File: src/rtl/victim_cache_param_pkg.sv
`default_nettype none
// ============================================================================
//  Module   : lc3b_types (package)
//  Brief    : Shared types for the victim cache: controller state encoding
//             and default line/tag typedefs.
//  Revision : 1.0 - initial release
// ============================================================================
package lc3b_types;

  localparam int unsigned c_line_width = 128;
  localparam int unsigned c_tag_width  = 12;

  typedef logic [c_line_width-1:0] line_t;
  typedef logic [c_tag_width-1:0]  tag_t;

  typedef enum logic [2:0] {
    S_IDLE     = 3'd0,
    S_HIT_RESP = 3'd1,
    S_FILL     = 3'd2,
    S_EVICT_WB = 3'd3,
    S_INSERT   = 3'd4
  } victim_state_e;

endpackage
`default_nettype wire

File: src/rtl/victim_cache_param_lru.sv
`default_nettype none
// ============================================================================
//  Module   : victim_lru
//  Brief    : True-LRU age tracker. Ages form a permutation of 0..N-1; the
//             entry whose age is N-1 is the least recently used.
//  Revision : 1.0 - initial release
// ============================================================================
module victim_lru #(
  parameter int NUM_ENTRIES = 16
) (
  input  logic                           clk,
  input  logic                           rst,
  input  logic                           touch,
  input  logic [$clog2(NUM_ENTRIES)-1:0] touch_idx,
  output logic [$clog2(NUM_ENTRIES)-1:0] lru_idx
);

  localparam int c_idx_w = $clog2(NUM_ENTRIES);

  logic [c_idx_w-1:0] r_age [NUM_ENTRIES];

  // Age update: touched entry becomes youngest, younger-than-it entries age by one
  always_ff @(posedge clk) begin
    if (rst) begin
      for (int i = 0; i < NUM_ENTRIES; i++) r_age[i] <= c_idx_w'(i);
    end else if (touch) begin
      for (int i = 0; i < NUM_ENTRIES; i++) begin
        if (c_idx_w'(i) == touch_idx)         r_age[i] <= '0;
        else if (r_age[i] < r_age[touch_idx]) r_age[i] <= r_age[i] + 1'b1;
      end
    end
  end

  // Oldest entry is the one holding the maximum age
  always_comb begin
    lru_idx = '0;
    for (int i = 0; i < NUM_ENTRIES; i++) begin
      if (r_age[i] == c_idx_w'(NUM_ENTRIES - 1)) lru_idx = c_idx_w'(i);
    end
  end

endmodule
`default_nettype wire

File: src/rtl/victim_cache_param.sv
`default_nettype none
// ============================================================================
//  Module   : victim_cache_param
//  Brief    : Fully associative victim cache between L2 and physical memory.
//             Inserts L2 evictions, serves L2 misses with exclusive hand-back,
//             writes back dirty LRU victims.
//  Options  : VICTIM_PERF_CNT_EN adds saturating hit/miss/writeback counters.
//  Revision : 1.0 - initial release
// ============================================================================
module victim_cache_param
  import lc3b_types::*;
#(
  parameter int NUM_ENTRIES = 16,
  parameter int ADDR_WIDTH  = 16,
  parameter int TAG_WIDTH   = 12,
  parameter int LINE_WIDTH  = 128
) (
  input  logic                  clk,
  input  logic                  rst,
  input  logic                  mem_read,
  input  logic                  mem_write,
  input  logic                  mem_dirty,
  input  logic [ADDR_WIDTH-1:0] mem_address,
  input  logic [LINE_WIDTH-1:0] mem_wdata,
  output logic [LINE_WIDTH-1:0] mem_rdata,
  output logic                  mem_resp,
  output logic                  pmem_read,
  output logic                  pmem_write,
  output logic [ADDR_WIDTH-1:0] pmem_address,
  output logic [LINE_WIDTH-1:0] pmem_wdata,
  input  logic [LINE_WIDTH-1:0] pmem_rdata,
  input  logic                  pmem_resp
`ifdef VICTIM_PERF_CNT_EN
  ,
  output logic [31:0]           hit_count,
  output logic [31:0]           miss_count,
  output logic [31:0]           wb_count
`endif
);

  localparam int c_idx_w = $clog2(NUM_ENTRIES);
  localparam int c_off_w = ADDR_WIDTH - TAG_WIDTH;

  victim_state_e         r_state, w_next;
  logic [NUM_ENTRIES-1:0] r_valid, r_dirty;
  logic [TAG_WIDTH-1:0]  r_tag  [NUM_ENTRIES];
  logic [LINE_WIDTH-1:0] r_data [NUM_ENTRIES];
  logic [c_idx_w-1:0]    r_idx;
  logic                  r_new_dirty;

  logic [TAG_WIDTH-1:0]  w_req_tag;
  logic                  w_hit, w_free;
  logic [c_idx_w-1:0]    w_hit_idx, w_free_idx, w_lru_idx, w_sel_idx;
  logic                  w_sel_dirty;

  assign w_req_tag = mem_address[ADDR_WIDTH-1 -: TAG_WIDTH];

  // Tag match and lowest free entry search
  always_comb begin
    w_hit      = 1'b0;
    w_hit_idx  = '0;
    w_free     = 1'b0;
    w_free_idx = '0;
    for (int i = 0; i < NUM_ENTRIES; i++) begin
      if (r_valid[i] && (r_tag[i] == w_req_tag)) begin
        w_hit     = 1'b1;
        w_hit_idx = c_idx_w'(i);
      end
    end
    for (int i = NUM_ENTRIES - 1; i >= 0; i--) begin
      if (!r_valid[i]) begin
        w_free     = 1'b1;
        w_free_idx = c_idx_w'(i);
      end
    end
  end

  // Target entry and merged dirty bit chosen at request time
  always_comb begin
    w_sel_idx   = w_hit ? w_hit_idx : (w_free ? w_free_idx : w_lru_idx);
    w_sel_dirty = w_hit ? (r_dirty[w_hit_idx] | mem_dirty) : mem_dirty;
  end

  victim_lru #(.NUM_ENTRIES(NUM_ENTRIES)) u_lru (
    .clk       (clk),
    .rst       (rst),
    .touch     (r_state == S_INSERT),
    .touch_idx (r_idx),
    .lru_idx   (w_lru_idx)
  );

  // State register plus the entry index latched when a request is accepted
  always_ff @(posedge clk) begin
    if (rst) begin
      r_state     <= S_IDLE;
      r_idx       <= '0;
      r_new_dirty <= 1'b0;
    end else begin
      r_state <= w_next;
      if (r_state == S_IDLE) begin
        r_idx       <= w_sel_idx;
        r_new_dirty <= w_sel_dirty;
      end
    end
  end

  // Next-state decision
  always_comb begin
    w_next = r_state;
    case (r_state)
      S_IDLE: begin
        if (mem_read)                    w_next = w_hit ? S_HIT_RESP : S_FILL;
        else if (mem_write) begin
          if (w_hit || w_free)           w_next = S_INSERT;
          else if (r_dirty[w_lru_idx])   w_next = S_EVICT_WB;
          else                           w_next = S_INSERT;
        end
      end
      S_HIT_RESP: w_next = S_IDLE;
      S_FILL:     if (pmem_resp) w_next = S_IDLE;
      S_EVICT_WB: if (pmem_resp) w_next = S_INSERT;
      S_INSERT:   w_next = S_IDLE;
      default:    w_next = S_IDLE;
    endcase
  end

  // Outputs decoded from the current state
  always_comb begin
    mem_rdata    = '0;
    mem_resp     = 1'b0;
    pmem_read    = 1'b0;
    pmem_write   = 1'b0;
    pmem_address = '0;
    pmem_wdata   = '0;
    case (r_state)
      S_HIT_RESP: begin
        mem_rdata = r_data[r_idx];
        mem_resp  = 1'b1;
      end
      S_FILL: begin
        pmem_read    = 1'b1;
        pmem_address = mem_address;
        if (pmem_resp) begin
          mem_rdata = pmem_rdata;
          mem_resp  = 1'b1;
        end
      end
      S_EVICT_WB: begin
        pmem_write   = 1'b1;
        pmem_address = {r_tag[r_idx], {c_off_w{1'b0}}};
        pmem_wdata   = r_data[r_idx];
      end
      S_INSERT: mem_resp = 1'b1;
      default: ;
    endcase
  end

  // Valid/dirty bookkeeping: hand-back invalidates, insert validates
  always_ff @(posedge clk) begin
    if (rst) begin
      r_valid <= '0;
      r_dirty <= '0;
    end else if (r_state == S_HIT_RESP) begin
      r_valid[r_idx] <= 1'b0;
    end else if (r_state == S_INSERT) begin
      r_valid[r_idx] <= 1'b1;
      r_dirty[r_idx] <= r_new_dirty;
    end
  end

  // Tag and line storage, written only on insert
  always_ff @(posedge clk) begin
    if (r_state == S_INSERT) begin
      r_tag[r_idx]  <= w_req_tag;
      r_data[r_idx] <= mem_wdata;
    end
  end

`ifdef VICTIM_PERF_CNT_EN
  // Saturating event counters
  always_ff @(posedge clk) begin
    if (rst) begin
      hit_count  <= '0;
      miss_count <= '0;
      wb_count   <= '0;
    end else begin
      if (r_state == S_IDLE && w_next == S_HIT_RESP && hit_count != '1)
        hit_count <= hit_count + 32'd1;
      if (r_state == S_IDLE && w_next == S_FILL && miss_count != '1)
        miss_count <= miss_count + 32'd1;
      if (r_state == S_EVICT_WB && pmem_resp && wb_count != '1)
        wb_count <= wb_count + 32'd1;
    end
  end
`endif

endmodule
`default_nettype wire

File: config.mk
export PLATFORM = sky130hd
export DESIGN_NAME = victim_cache_param
export DESIGN_NICKNAME = d
export VERILOG_FILES = /design/src/rtl/victim_cache_param_pkg.sv /design/src/rtl/victim_cache_param_lru.sv /design/src/rtl/victim_cache_param.sv
export SDC_FILE = /design/constraint.sdc
export NUM_CORES = 2
export LEC_CHECK = 0
export CAP_MARGIN = 25
export CORE_MARGIN = 2
export CORE_UTILIZATION = 64
export DETAILED_ROUTE_END_ITERATION = 8
export GPL_TIMING_DRIVEN = 0
export PLACE_DENSITY = 0.84
export REMOVE_ABC_BUFFERS = 1
export SYNTH_ARGS = -nofsm -noshare
export SYNTH_HDL_FRONTEND = slang
export SYNTH_SLANG_ARGS = --single-unit
File: constraint.sdc
create_clock -name clk -period 17.3 [get_ports clk]
set_input_delay 2.595 -clock clk [delete_from_list [all_inputs] [get_ports clk]]
set_output_delay 2.595 -clock clk [all_outputs]
set_load 0.01 [all_outputs]
# Yosys cells after proc, flatten, opt, wreduce, memory -nomap -nowiden
# Memory sizes are Yosys's and may differ from the RTL's. A register that Yosys moved wholly into a read port is not among the register bits.
# Cells that the tools add are included.
[op_classes]
n_lt_le_gt_ge = 20
n_addsub = 16
n_reduce_logical = 24
muxes = 292
n_eq_ne = 53
bitwise_logic = 37
[op_table]
columns = ["cell", "n"]
rows = [
  ["2-to-1 mux 4 bit", 78],
  ["2-to-1 mux 128 bit", 2],
  ["one-hot mux 128 bit (2 select lines)", 1],
  ["equality test 12 bit", 16],
  ["2-to-1 mux 1 bit", 189],
  ["adder 4 x 1 -> 4 bit, second input constant", 16],
  ["less-than comparator 4 bit", 16],
  ["equality test 4 bit, second input constant", 15],
  ["OR 1 bit", 33],
  ["equality test 4 bit, first input constant", 8],
  ["2-to-1 mux 16 bit", 2],
  ["one-hot mux 16 bit (2 select lines)", 1],
  ["2-to-1 mux 3 bit", 10],
  ["logical AND 1 bit", 17],
  ["AND 16 bit", 1],
  ["bitwise mux 16 bit", 1],
  ["equality test 3 x 4 -> 1 bit, first input constant", 4],
  ["NOT 16 bit", 1],
  ["OR 16 bit", 1],
  ["less-than comparator 4 x 5 -> 1 bit, second input constant", 3],
  ["one-hot mux 3 bit (3 select lines)", 1],
  ["binary-select mux 1 bit (select 4 bit)", 2],
  ["equality test 2 x 4 -> 1 bit, first input constant", 2],
  ["equality test 3 x 2 -> 1 bit, second input constant", 2],
  ["other kinds (17)", 20],
]
[word_totals]
mem_count = 3
mem_bits_rw = 2304
ff_bits = 40
[memory_table]
columns = ["memory", "depth", "word_bits", "rd", "rd_ports_with_merged_regs", "write_ports", "line_no", "text"]
rows = [
  ["r_data", 16, 128, 1, 1, 1, "victim_cache_param.sv:47", "logic [LINE_WIDTH-1:0] r_data [NUM_ENTRIES];"],
  ["r_tag", 16, 12, 17, 1, 1, "victim_cache_param.sv:46", "logic [TAG_WIDTH-1:0] r_tag [NUM_ENTRIES];"],
  ["u_lru.r_age", 16, 4, 17, 1, 16, "victim_cache_param_lru.sv:20", "logic [c_idx_w-1:0] r_age [NUM_ENTRIES];"],
]

# Logic depth before layout (Yosys ltp)
# An unclocked memory read counts as a cell.
[depth]
word_depth = 24
depth_mapped = 15
depth_no_buf = 11

# Modules after synthesis
# A second synthesis with hierarchy kept.
[unflattened]
hier_cells = 4634
area_unflattened_um2 = 96306.1
[modules_own_cells]
columns = ["module", "n_inst", "area_per_inst_um2", "cells_each"]
rows = [
  ["victim_cache_param", 1, 90682.0, 4083],
  ["victim_lru", 1, 5624.1, 551],
]

# Worst setup path before layout
# No wires, ideal clock.
[synth_path]
path_type = "reg-to-reg"
start = "register r_idx[1]"
end = "memory u_lru.r_age[9][0] (netlist bit), enable pin"
setup_time_ns = 0.320
setup_slack_ns = 9.543
arrival_time_ns = 7.437
path_stages_with_launch = 6
required_time_ns = 16.980
cell_sequence = "dfxtp_1 > clkbuf_1 > nor2_1 > nand3_1 > nor2_1 > or3_1"
[synth_lines]
columns = ["item", "line_no", "text"]
rows = [
  ["start: declaration", "victim_cache_param.sv:48", "logic [c_idx_w-1:0] r_idx;"],
  ["start signal: assignment", "victim_cache_param.sv:101", "r_idx <= w_sel_idx;"],
  ["end: declaration", "victim_cache_param_lru.sv:20", ""],
]

==> metrics.md <==
| Metric | Value |
|---|---|
| Total congestion overflow | 0 |
| 1st-iter DRT viols | 6735 |
| Yosys top cell by area | edfxtp_1 |
| RSZ-0062 raised after global routing | false |
| Most common library cells after synthesis | edfxtp_1, mux4_2, xnor2_1, clkbuf_1, and2_1 |
| Setup-failing EPs final | 0 |
| Initial core utilization | 0.646 |
| Synth warnings | 0 |
| Mapped Area | 95700 µm² |
| Antenna violations before repair | 40 |
| Fillers | 7425 |
| Cell family with most CP delay | buffers and inverters |
| IO buf count | 552 |
| Rows | 141 |
| Distinct cells, synth | 54 |
| Fin. Hold Viols | 0 |
| Routed via count | 52300 |
| Die width | 391 µm |
| H-tree levels | 4 |
| TritonRoute pass-1 iters | 6 |
| Total core area | 148000 µm² |
| Post-synthesis register bit count | 2348 |
| Net Switching | 2.69 mW |
| Area share of and/or/nand/nor cells after synthesis | 0.0302 |
| DP HPWL | 138000 µm |
| Clk pin slew, worst setup/hold paths | 0.06 ns |
| Root Driver | clkbuf_16 |
| Clock Path Buffers | 3 |
| CP Launch Type | flop |
| Synth Area in XOR/XNOR | 0.0205 |
| Outcome | complete, no violations |
| Final hold slack | 0.487 ns |
| Critical path depth in cells | 10 |
| Internal | 9.38 mW |
| Synth area leaders | edfxtp_1, mux4_2, xnor2_1, a22o_1, dfxtp_1 |
| MaxCap Viol Count | 0 |
| Vias per cell | 7.10 |
| Postcts setup bufs | 0 |
| CTS Buf Count | 222 |
| Post-Syn Instances | 4587 |
| Clk_lat worst skew | 0.87 ns |
| Clk pwr share | 0.400 |
| Global-route wire length before repair | 368000 µm |
| Final RePlAce weighted congestion | 0.844 |
| Ys async rst share | 0 |
| Final period utilization | 0.473 |
| CTS tree | done |
| Adder-cell share of the synthesized area | 0.00837 |
| Dpl cell area | 106000 µm² |
| Layout cells sized above 1 | 0.217 |
| Die extent in y | 391 µm |
| Sw Ratio | 0.223 |
| Synth Area in Compound Gates | 0.0265 |
| Largest family of logic cells by synthesized area | multiplexers |
| Register area share after synthesis | 0.732 |
| R2R cell count | 10 |
| Worst min path class | flop to flop |
| Slew at the pin with the worst max-slew slack | 1.07 ns |
| Tot GR Track Use | 0.338 |
| Storage cell area | 70100 µm² |
| # IOs | 553 |
| Leakage | 34.6 nW |
| CP bufs+invs | 7 |
| Multi-input logic area | 24500 µm² |
| Max-slew headroom | 0.280 |
| Top-area cell type share of the netlist area | 0.723 |
| Mux share of post-synthesis cell area | 0.170 |
| Hold_buf cts | 0 |
| Sequential power share | 0.525 |
| Total Wirelength | 256000 µm |
| Area growth, synth to finish | 17.9% |
| Layout Utilization | 0.762 |
| Comb power frac | 0.075 |
| Top_reg_cell synth | edfxtp_1 |
| WL/cell | 34.7 µm |
| CP arrival | 5.58 ns |
| Worst Hold Depth | 2 |
| Mean post-synth cell area | 20.9 µm² |
| Post-CTS Resized | 0 |
| Die area | 153000 µm² |
| Skew final | 0.0529 ns |
| Data required time at the worst endpoint | 14.70 ns |
| Most used cell, CP | buf_16 |
| Worst setup path class | flop to output port |
| Fin nets | 5571 |
| Most frequent cell after synthesis | edfxtp_1 |
| PD cells | 107 nW/µm² |
| Largest net degree at the start of global routing | 77 |
| Clock sink count | 2348 |
| Pins Over Slew Limit | 0 |
| Post-synth EDFFs | 2304 |
| Fin crit period | 8.18 ns |
| Worst path cell trace | buf_16, buf_16, buf_16, buf_16, buf_16, buf_16, mux4_2, mux4_2, a22o_1, clkdlybuf4s50_1 |
| Crit end category | output port |
| Worst-path maximum fanout | 43 |
| Fmax | 122 MHz |
| Number of global-route vias before repair | 53600 |
| Crit-path slowest cell | dfxtp_4 |
| Final non-filler cell area | 113000 µm² |
| Worst IR drop on VDD | 106 µV |
| Post-route ant nets | 0 |
| Delay of the slowest cell on the worst path | 0.77 ns |
| DRC Markers | 0 |
routing by layer:
| metal | share of wire | up-vias | global-route usage |
|---|---|---|---|
| met5 | 0.00072 | - | 0 |
| met1 | 0.35 | 27200 | 0.448 |
| met3 | 0.10 | 668 | 0.0725 |
| met2 | 0.51 | 3963 | 0.554 |
| li1 | - | 20400 | - |
| met4 | 0.039 | 28 | 0.136 |
sequential cells by signal (all words and copies together), names as in the netlist, named ones only:
register     cells
r_new_dirty      1
u_lru.r_age     64
r_data        2048
r_state          3
r_idx            4
r_tag          192
r_dirty         16
final timing paths:
kind / from / to / slack (ns)
worst max-delay path: flop / mem_rdata[39] / 9.12
worst min-delay path: r_dirty[6] / r_dirty[6] / 0.49
worst max register to register: flop / u_lru.r_age[6][3] / 12.46
worst min register to register: r_dirty[6] / r_dirty[6] / 0.49
cells by family (layout without fill, tap and decap cells):
group,after synthesis,count (layout)
AOI/OAI and AO/OA,354,354
xor gates and xnor gates,224,224
adders and majority gates,64,64
buffers and inverters,294,1124
DFF,2348,2348
muxes,747,747
other,0,28
and+or+nand+nor,556,556
worst register-to-register path: stages, from the launching register on:
cell,delay [ns]
dfxtp_4,0.77
buf_16,0.37
buf_16,0.31
buf_16,0.37
mux4_2,0.39
mux4_2,0.46
inv_1,0.61
ha_1,0.40
a21oi_1,0.23
o2111ai_1,0.31
nand2_1,0.30
cells in the final DEF, fill, tap and decap left out, types with 37 or more instances in the layout:
master,instances
nand4_1,37
nor2_1,89
a22o_1,130
a21oi_1,87
o21ai_0,40
clkinv_2,37
and2_1,134
buf_16,62
buf_12,56
clkdlybuf4s50_1,549
mux4_2,699
clkbuf_1,58
nand2_1,107
nand3_1,64
edfxtp_1,2304
clkinv_1,51
ha_1,64
dfxtp_1,40
clkbuf_16,224
xnor2_1,201
per-stage QoR:
stage	setup slack, ns	setup TNS, ns	power (mW)	std cells
after floorplan	-10.73	-4001.28	7.27	4328
after global placement	-22.96	-8418.55	7.83	6810
after detailed placement	9.90	0	7.33	6934
after CTS	8.95	0	12.1	7346
after global routing	8.79	0	12.4	7372
final	9.12	0	12.1	7375
layout make-up:
type                       instances  area share
clock inverter                   128      0.0117
sequential                      2348       0.621
clock buffer                     284      0.0518
inverter                          35     0.00172
timing repair buffer             677      0.0747
tap                             1930      0.0214
multi-input combinational       1945       0.217
antenna                           28    0.000621
power by group through the flow:
| stage | clock, mW | combinational, mW | sequential (mW) |
|---|---|---|---|
| 6_report | 4.83 | 0.909 | 6.33 |
| 5_1_grt | 5.06 | 0.959 | 6.33 |
| 4_1_cts | 4.87 | 0.905 | 6.33 |
| 3_5_place_dp | 0 | 0.884 | 6.45 |
| 3_3_place_gp | 0 | 1.25 | 6.58 |
| 2_1_floorplan | 0 | 0.761 | 6.51 |
(Power assumes the default switching activity.)
